$ cat config.mk
export PLATFORM = sky130hd
export DESIGN_NAME = fb_plot_writer
export DESIGN_NICKNAME = d
export VERILOG_FILES = /design/src/rtl/fb_plot_writer.sv
export SDC_FILE = /design/constraint.sdc
export NUM_CORES = 1
export LEC_CHECK = 0
export ABC_AREA = 1
export CORE_AREA = 2 2 197 238
export CTS_BUF_LIST = sky130_fd_sc_hd__clkbuf_16
export CTS_CLUSTER_DIAMETER = 40
export DETAILED_ROUTE_END_ITERATION = 7
export DIE_AREA = 0 0 199 240
export MAX_ROUTING_LAYER = met4
export PLACE_DENSITY_LB_ADDON = 0.15
export REMOVE_ABC_BUFFERS = 1
export SYNTH_ARGS = -nofsm -noshare
export SYNTH_HDL_FRONTEND = slang
export SYNTH_SLANG_ARGS = --single-unit
export TNS_END_PERCENT = 20
$ cat constraint.sdc
create_clock -name clock -period 4.5 [get_ports clock]
set_clock_uncertainty 0.05 [all_clocks]
set_input_delay 0.9 -clock clock [delete_from_list [all_inputs] [get_ports clock]]
set_output_delay 0.9 -clock clock [all_outputs]
set_load 0.05 [all_outputs]
$ cat src/rtl/fb_plot_writer.sv
// Buffers (x,y,colour) plot strobes into a small FWFT FIFO of framebuffer writes,
// aligning to the first (0,0) pixel and tracking frame completion and dropped pixels.
module fb_plot_writer #(
  parameter int W     = 160,
  parameter int H     = 120,
  parameter int DEPTH = 8
) (
  input  logic        clock,
  input  logic        resetn,
  input  logic [7:0]  x_s,
  input  logic [6:0]  y_s,
  input  logic [23:0] colour_s,
  input  logic        plot_s,
  input  logic        clear,
  output logic [14:0] wr_addr,
  output logic [23:0] wr_data,
  output logic        wr_en,
  input  logic        wr_grant,
  output logic        frame_done,
  output logic [7:0]  frame_count,
  output logic        overflow,
  output logic [15:0] drop_count,
  output logic [3:0]  fifo_level
);

  localparam int          PW         = $clog2(DEPTH);
  localparam logic [8:0]  W_LIM      = 9'(W);
  localparam logic [7:0]  H_LIM      = 8'(H);
  localparam logic [14:0] LAST_ADDR  = 15'(W * H - 1);
  localparam logic [3:0]  FULL_LEVEL = 4'(DEPTH);

  typedef enum logic {SYNC, RUN} state_t;

  state_t          state_reg, state_next;
  logic [38:0]     entry_mem [DEPTH];
  logic [PW-1:0]   wr_ptr_reg, rd_ptr_reg;
  logic [3:0]      level_reg, level_next;
  logic            wr_en_reg;
  logic            frame_done_reg;
  logic [7:0]      frame_count_reg;
  logic            overflow_reg;
  logic [15:0]     drop_count_reg;

  logic            in_range, at_origin, full;
  logic            push, drop, pop;
  logic [14:0]     plot_addr;
  logic [38:0]     head;

  assign in_range  = ({1'b0, x_s} < W_LIM) && ({1'b0, y_s} < H_LIM);
  assign at_origin = (x_s == 8'd0) && (y_s == 7'd0);
  assign full      = (level_reg == FULL_LEVEL);
  assign plot_addr = 15'(y_s) * 15'(W) + 15'(x_s);
  assign pop       = wr_en_reg && wr_grant;

  always_ff @(posedge clock or negedge resetn) begin
    if (!resetn) state_reg <= SYNC;
    else         state_reg <= state_next;
  end

  always_comb begin
    state_next = state_reg;
    push       = 1'b0;
    drop       = 1'b0;
    case (state_reg)
      SYNC: begin
        // Only the frame origin may start a stream; everything before it is noise.
        if (plot_s && at_origin && !full) begin
          push       = 1'b1;
          state_next = RUN;
        end
      end
      RUN: begin
        if (plot_s && in_range) begin
          if (full) drop = 1'b1;
          else      push = 1'b1;
        end
      end
      default: state_next = SYNC;
    endcase
  end

  // Entry storage is deliberately left unreset; only pointers define validity.
  generate
    for (genvar gi = 0; gi < DEPTH; gi++) begin : g_entry
      always_ff @(posedge clock) begin
        if (push && (wr_ptr_reg == PW'(gi)))
          entry_mem[gi] <= {plot_addr, colour_s};
      end
    end
  endgenerate

  assign head       = entry_mem[rd_ptr_reg];
  assign wr_en      = wr_en_reg;
  assign wr_addr    = wr_en_reg ? head[38:24] : 15'd0;
  assign wr_data    = wr_en_reg ? head[23:0]  : 24'd0;
  assign fifo_level = level_reg;
  assign level_next = level_reg + {3'b000, push} - {3'b000, pop};

  always_ff @(posedge clock or negedge resetn) begin
    if (!resetn) begin
      wr_ptr_reg <= '0;
      rd_ptr_reg <= '0;
      level_reg  <= 4'd0;
      wr_en_reg  <= 1'b0;
    end else begin
      if (push) wr_ptr_reg <= wr_ptr_reg + PW'(1);
      if (pop)  rd_ptr_reg <= rd_ptr_reg + PW'(1);
      level_reg <= level_next;
      wr_en_reg <= (level_next != 4'd0);
    end
  end

  always_ff @(posedge clock or negedge resetn) begin
    if (!resetn) begin
      frame_done_reg  <= 1'b0;
      frame_count_reg <= 8'd0;
    end else begin
      frame_done_reg <= pop && (head[38:24] == LAST_ADDR);
      if (pop && (head[38:24] == LAST_ADDR))
        frame_count_reg <= frame_count_reg + 8'd1;
    end
  end

  always_ff @(posedge clock or negedge resetn) begin
    if (!resetn) begin
      overflow_reg   <= 1'b0;
      drop_count_reg <= 16'd0;
    end else if (clear) begin
      overflow_reg   <= 1'b0;
      drop_count_reg <= 16'd0;
    end else if (drop) begin
      overflow_reg <= 1'b1;
      if (drop_count_reg != 16'hFFFF)
        drop_count_reg <= drop_count_reg + 16'd1;
    end
  end

  assign frame_done  = frame_done_reg;
  assign frame_count = frame_count_reg;
  assign overflow    = overflow_reg;
  assign drop_count  = drop_count_reg;

endmodule

# Word-level counts from Yosys, hierarchy flattened
# Memories as Yosys holds them, arrays and structs flattened.
# Cells that the tools add are included.
# op_classes
n_mux	52
magnitude_cmp	2
n_eq_ne	10
n_bitwise	1
mul	1
reduce_logical	30
n_addsub	7
# op_table
cell	count
$mux W39	7
$reduce_or A39 Y1	7
$mux W16	3
$mux W1	32
$mux W24	1
$mux W3	7
$add A16 B1 Y16 const B	1
$ne A16 B16 Y1 const B	1
$add A15 B8 Y15	1
$eq A15 B15 Y1 const B	1
$logic_and A1 B1 Y1	15
$mux W15	1
$eq A3 B3 Y1 const B	4
$mul A7 B3 Y10 const B	1
$add A8 B1 Y8 const B	1
$logic_not A8 Y1	1
$lt A8 B8 Y1 const B	1
$logic_not A7 Y1	1
$lt A7 B7 Y1 const B	1
$add A3 B1 Y3 const B	2
$eq A3 B2 Y1 const B	2
$add A4 B1 Y4	1
$eq A4 B4 Y1 const B	1
$reduce_bool A2 Y1	2
8 further kinds	8
# word_totals
elab_cells	113
mem_bits_rw	312
out_inout_bits	70
memories	1
inputBits	44
ff_bits	38
# mem_list
memory	depth	width	read_ports	rd_clocked_by_memory_dff	wr	line_no	rtl
entry_mem	8	39	1	0	1	35	logic [38:0] entry_mem [DEPTH];

# Longest topological paths before layout
# Gate-level depths: netlist (run 1).
# depth
depth_word	17
mapped_depth	16
mapped_depth_nobuf	15

# Least setup slack after synthesis (run 1)
# No wires, ideal clock.
# synth_timing
path_type	flip-flop to flip-flop
from	register level_reg[2] (netlist: fifo_level[2])
to	memory entry_mem[4][0], enable pin
n_path_buf	1
setup_time_ns	0.484
synth_period_minus_slack_ns	4.983
required_ns	3.966
path_stages_with_launch	11
slack_ns	-0.483
arrival_ns	4.449
path_cell_list	dfrtp_1 -> inv_1 -> ha_1 -> nand2_1 -> inv_1 -> nor3_1 -> nand3_1 -> o21ai_0 -> nand2_1 -> buf_2 -> nor3_1
# synth_via
elab_chain_cells	16
word_cells_on_any_way	52
classes_between	1 x eq/ne; 34 x mux; 17 x reduce/logical
# synth_rtl
element	line_no	rtl
from (decl)	37	logic [3:0] level_reg, level_next;
from (signal assigned)	108	level_reg <= level_next;
$eq A4 B4 Y1 (*)	51	assign full = (level_reg == FULL_LEVEL);
$logic_not A1 Y1	67	if (plot_s && at_origin && !full) begin
$logic_and A1 B1 Y1	67	
$mux W1	67	
$pmux W1 S2 (*)	64	case (state_reg)
$logic_and A1 B1 Y1	86	if (push && (wr_ptr_reg == PW'(gi)))
$mux W1	86	
$mux W1 (implied by the code)	87	entry_mem[gi] <= {plot_addr, colour_s};
$reduce_or A39 Y1 (no source line)	-	
$mux W3 (no source line) / $mux W1 (equally long branches) (7 in series)	-	
to (decl)	35	
# Every way passes the cells marked *; elsewhere a longest branch is shown, timed or not.

# Worst setup path in the final report (run 1)
# layout_timing
from	register rd_ptr_reg[0]
to	output wr_addr[8]
# layout_via
elab_chain_cells	2
# layout_rtl
element	line_no	rtl
from (decl)	36	logic [PW-1:0] wr_ptr_reg, rd_ptr_reg;
from (signal assigned)	107	if (pop) rd_ptr_reg <= rd_ptr_reg + PW'(1);
$mem_v2 Z8 W39	-	
$mux W15	94	assign wr_addr = wr_en_reg ? head[38:24] : 15'd0;
to (decl)	15	output logic [14:0] wr_addr,
# No other way between the ends.

==> flow_summary.json, run 1 <==
{
  "met3_length_um": 1600,
  "dr.pass1.iters": 4,
  "fmax_ghz": 0.252,
  "status": "finished clean",
  "final_common_cell": "edfxtp_1",
  "grt-ovfl-total": 0,
  "cts_buffer_depth": 3,
  "clk_pin_slew_ns": 0.06,
  "cp.required_ns": 3.55,
  "grt_pass1_vias": 10408,
  "ctsHtreeMaxLevel": 2,
  "cts-buffers-inserted": 51,
  "cts_tree": "built",
  "p_int_mw": 8.42,
  "port_buffers": 113,
  "setup_violations": 0,
  "maxCapViolations": 0,
  "post-route-period-util_pct": 88.4,
  "synth_edf_count": 312,
  "cts_setup_buffers": 0,
  "ctsHoldBuffers": 0,
  "hpwlAfterDp_um": 21400,
  "rsz0062_at_grt": "no",
  "ios": 114,
  "synth_ff_type": "edfxtp_1",
  "critPathCaptureType": "output pin",
  "routabilityCongestion": 0.809,
  "wl_met1_um": 17900,
  "slew_headroom_pct": 36.8,
  "clockRootBuffer": "clkbuf_16",
  "leakagePower_nw": 7.35,
  "row_count": 86,
  "pwr-share-seq_pct": 29.2,
  "async_flop_share_pct": 10.9,
  "synthCells": 1391,
  "crit_path_max_fanout": 79,
  "synth_warnings": 0,
  "p_sw_mw": 5.50,
  "wire_per_inst_um": 17.9,
  "tightest_slew_ns": 0.947,
  "top_layer_used": "met4",
  "die_x_um": 199,
  "fin_setup_tns_ns": 0,
  "min_period_ns": 3.98,
  "area_growth_pct": 25.7,
  "finalHoldViolations": 0,
  "num-fill-cells": 4306,
  "routed_wl_um": 38900,
  "cts_resized": 0,
  "startpoint_type": "register",
  "synth_seq_area_share_pct": 67.4,
  "die-area_sq_um": 47800,
  "drt_iter0_markers": 540,
  "dr_wl_met2_um": 18800,
  "vias": 10435,
  "synth_cell_type_count": 38,
  "clock-sinks": 350,
  "largest_reg_flops": 312,
  "grt_pass1_wl_um": 60400,
  "worstSetupPathType": "reg2out",
  "synth_area_sq_um": 15300,
  "antenna_found_initial": 0,
  "swShare_pct": 39.5,
  "power.density_nw_per_um2": 723,
  "via_per_inst": 4.80,
  "p_comb_share_pct": 39.3,
  "peakVddDrop_v": 0.000386,
  "diodes": 0,
  "p_clk_share_pct": 31.5,
  "hold_path.class": "in2async",
  "final_cell_mix": "edfxtp_1 (312), nand2_1 (245), nor2_1 (217)",
  "antenna_left": 0,
  "start_util_pct": 33.7,
  "arrival_ns": 3.03,
  "fin_hold_ws_ns": 0.421,
  "clk_latency_ns": 0.59,
  "die_y_um": 240,
  "syn_area_per_cell_sq_um": 11.0,
  "drive_above_1_share_pct": 11.2,
  "layout.nets": 1591,
  "drc": 0,
  "coreArea_sq_um": 45500,
  "synth_area_leaders": "edfxtp_1 (61%), dfrtp_1 (6.2%), nand2_1 (6.0%), nor2_1 (5.4%), o21ai_0 (4.1%)",
  "synth.largest_area_cell": "edfxtp_1",
  "synth.top_cell.area_share_pct": 61.2,
  "grt_use_total_pct": 17.1,
  "grt_start_max_net_pins": 126,
  "drv_slew": 0,
  "ys_ff_latch": 350
}
## through the flow
step / utilization, % / std cells / power, mW / cell area, sq um / setup WS [ns]
CTS: 42.3 / 2175 / 14.1 / 19300 / 0.431
detailed placement: 38.1 / 2080 / 9.69 / 17300 / 0.360
global route: 42.3 / 2175 / 14.7 / 19300 / 0.319
global placement: 38.1 / 2080 / 9.67 / 17300 / 0.444
floorplan: - / 1325 / 7.51 / 15000 / -2.06
finish: 42.3 / 2175 / 13.9 / 19300 / 0.524
## layout make-up
type                            instances  area [sq um]  area share (%)
Timing Repair Buffer                  139          1530            7.93
Sequential cell                       350         10300            53.6
Clock buffer                           51          1280            6.63
Inverter                              121           457            2.37
Clock inverter                         44           642            3.33
Multi-Input combinational cell        854          4260            22.1
Tap cell                              616           771            4.00
## final timing paths
| check | start | endpoint | slack [ns] | cells after the start |
|---|---|---|---|---|
| worst max-delay path | rd_ptr_reg[0] | wr_addr[8] | 0.52 | 10 |
| worst min-delay path | resetn | rd_ptr_reg[2] | 0.42 | 1 |
| worst max register to register | fifo_level[2] | wr_en | 1.34 | 15 |
| worst min register to register | overflow | overflow | 0.46 | 2 |
| max in group asynchronous | resetn | rd_ptr_reg[0] | 3.26 | 1 |
| min in group clock | overflow | overflow | 0.46 | 2 |
## cell families after synthesis
logic type	count (synthesis)	synth area share, %
flops	350	67.4
compound gates	203	7.15
simple gates	594	16.2
fa+ha+maj	30	2.60
xor+xnor	27	1.54
buf+inv	187	5.15
## power groups by stage
| stage | clock, mW | combinational (mW) | sequential, mW |
|---|---|---|---|
| 6_report | 4.39 | 5.47 | 4.06 |
| 2_1_floorplan | 0 | 3.16 | 4.35 |
| 3_3_place_gp | 0 | 5.54 | 4.13 |
| 5_1_grt | 4.63 | 5.96 | 4.10 |
| 4_1_cts | 4.49 | 5.57 | 4.07 |
| 3_5_place_dp | 0 | 5.56 | 4.13 |
## synthesized netlist by cell type, types with 22 or more instances
cell      number
a31oi_1       25
buf_2         24
clkbuf_1      31
dfrtp_1       38
edfxtp_1     312
ha_1          27
inv_1        117
nand2_1      245
nand3_1       81
nor2_1       219
o21ai_0      124
o22ai_1       25
xor2_1        22
## critical path, stage by stage (launching register included)
cell and delay [ns]:
dfrtp_4 0.75, inv_4 0.25, buf_12 0.29, nand2_1 0.09, nand3_1 0.07, nand2_1 0.09
nand2_1 0.05, nand2_1 0.20, inv_1 0.07, nor2_1 0.35, buf_12 0.20
## metal layers
metal,up-vias,track usage [%]
met2,196,27.7
met4,0,4.16
met1,5134,22.4
met3,45,3.00
li1,5060,-
met5,-,-
Power figures use the tool's default switching activity.
==> run 2: changes to the inputs <==
CAP_MARGIN = 20   (was default)
==> results of run 2 <==
No change in the layout: final DEF, timing and power equal those of run 1.
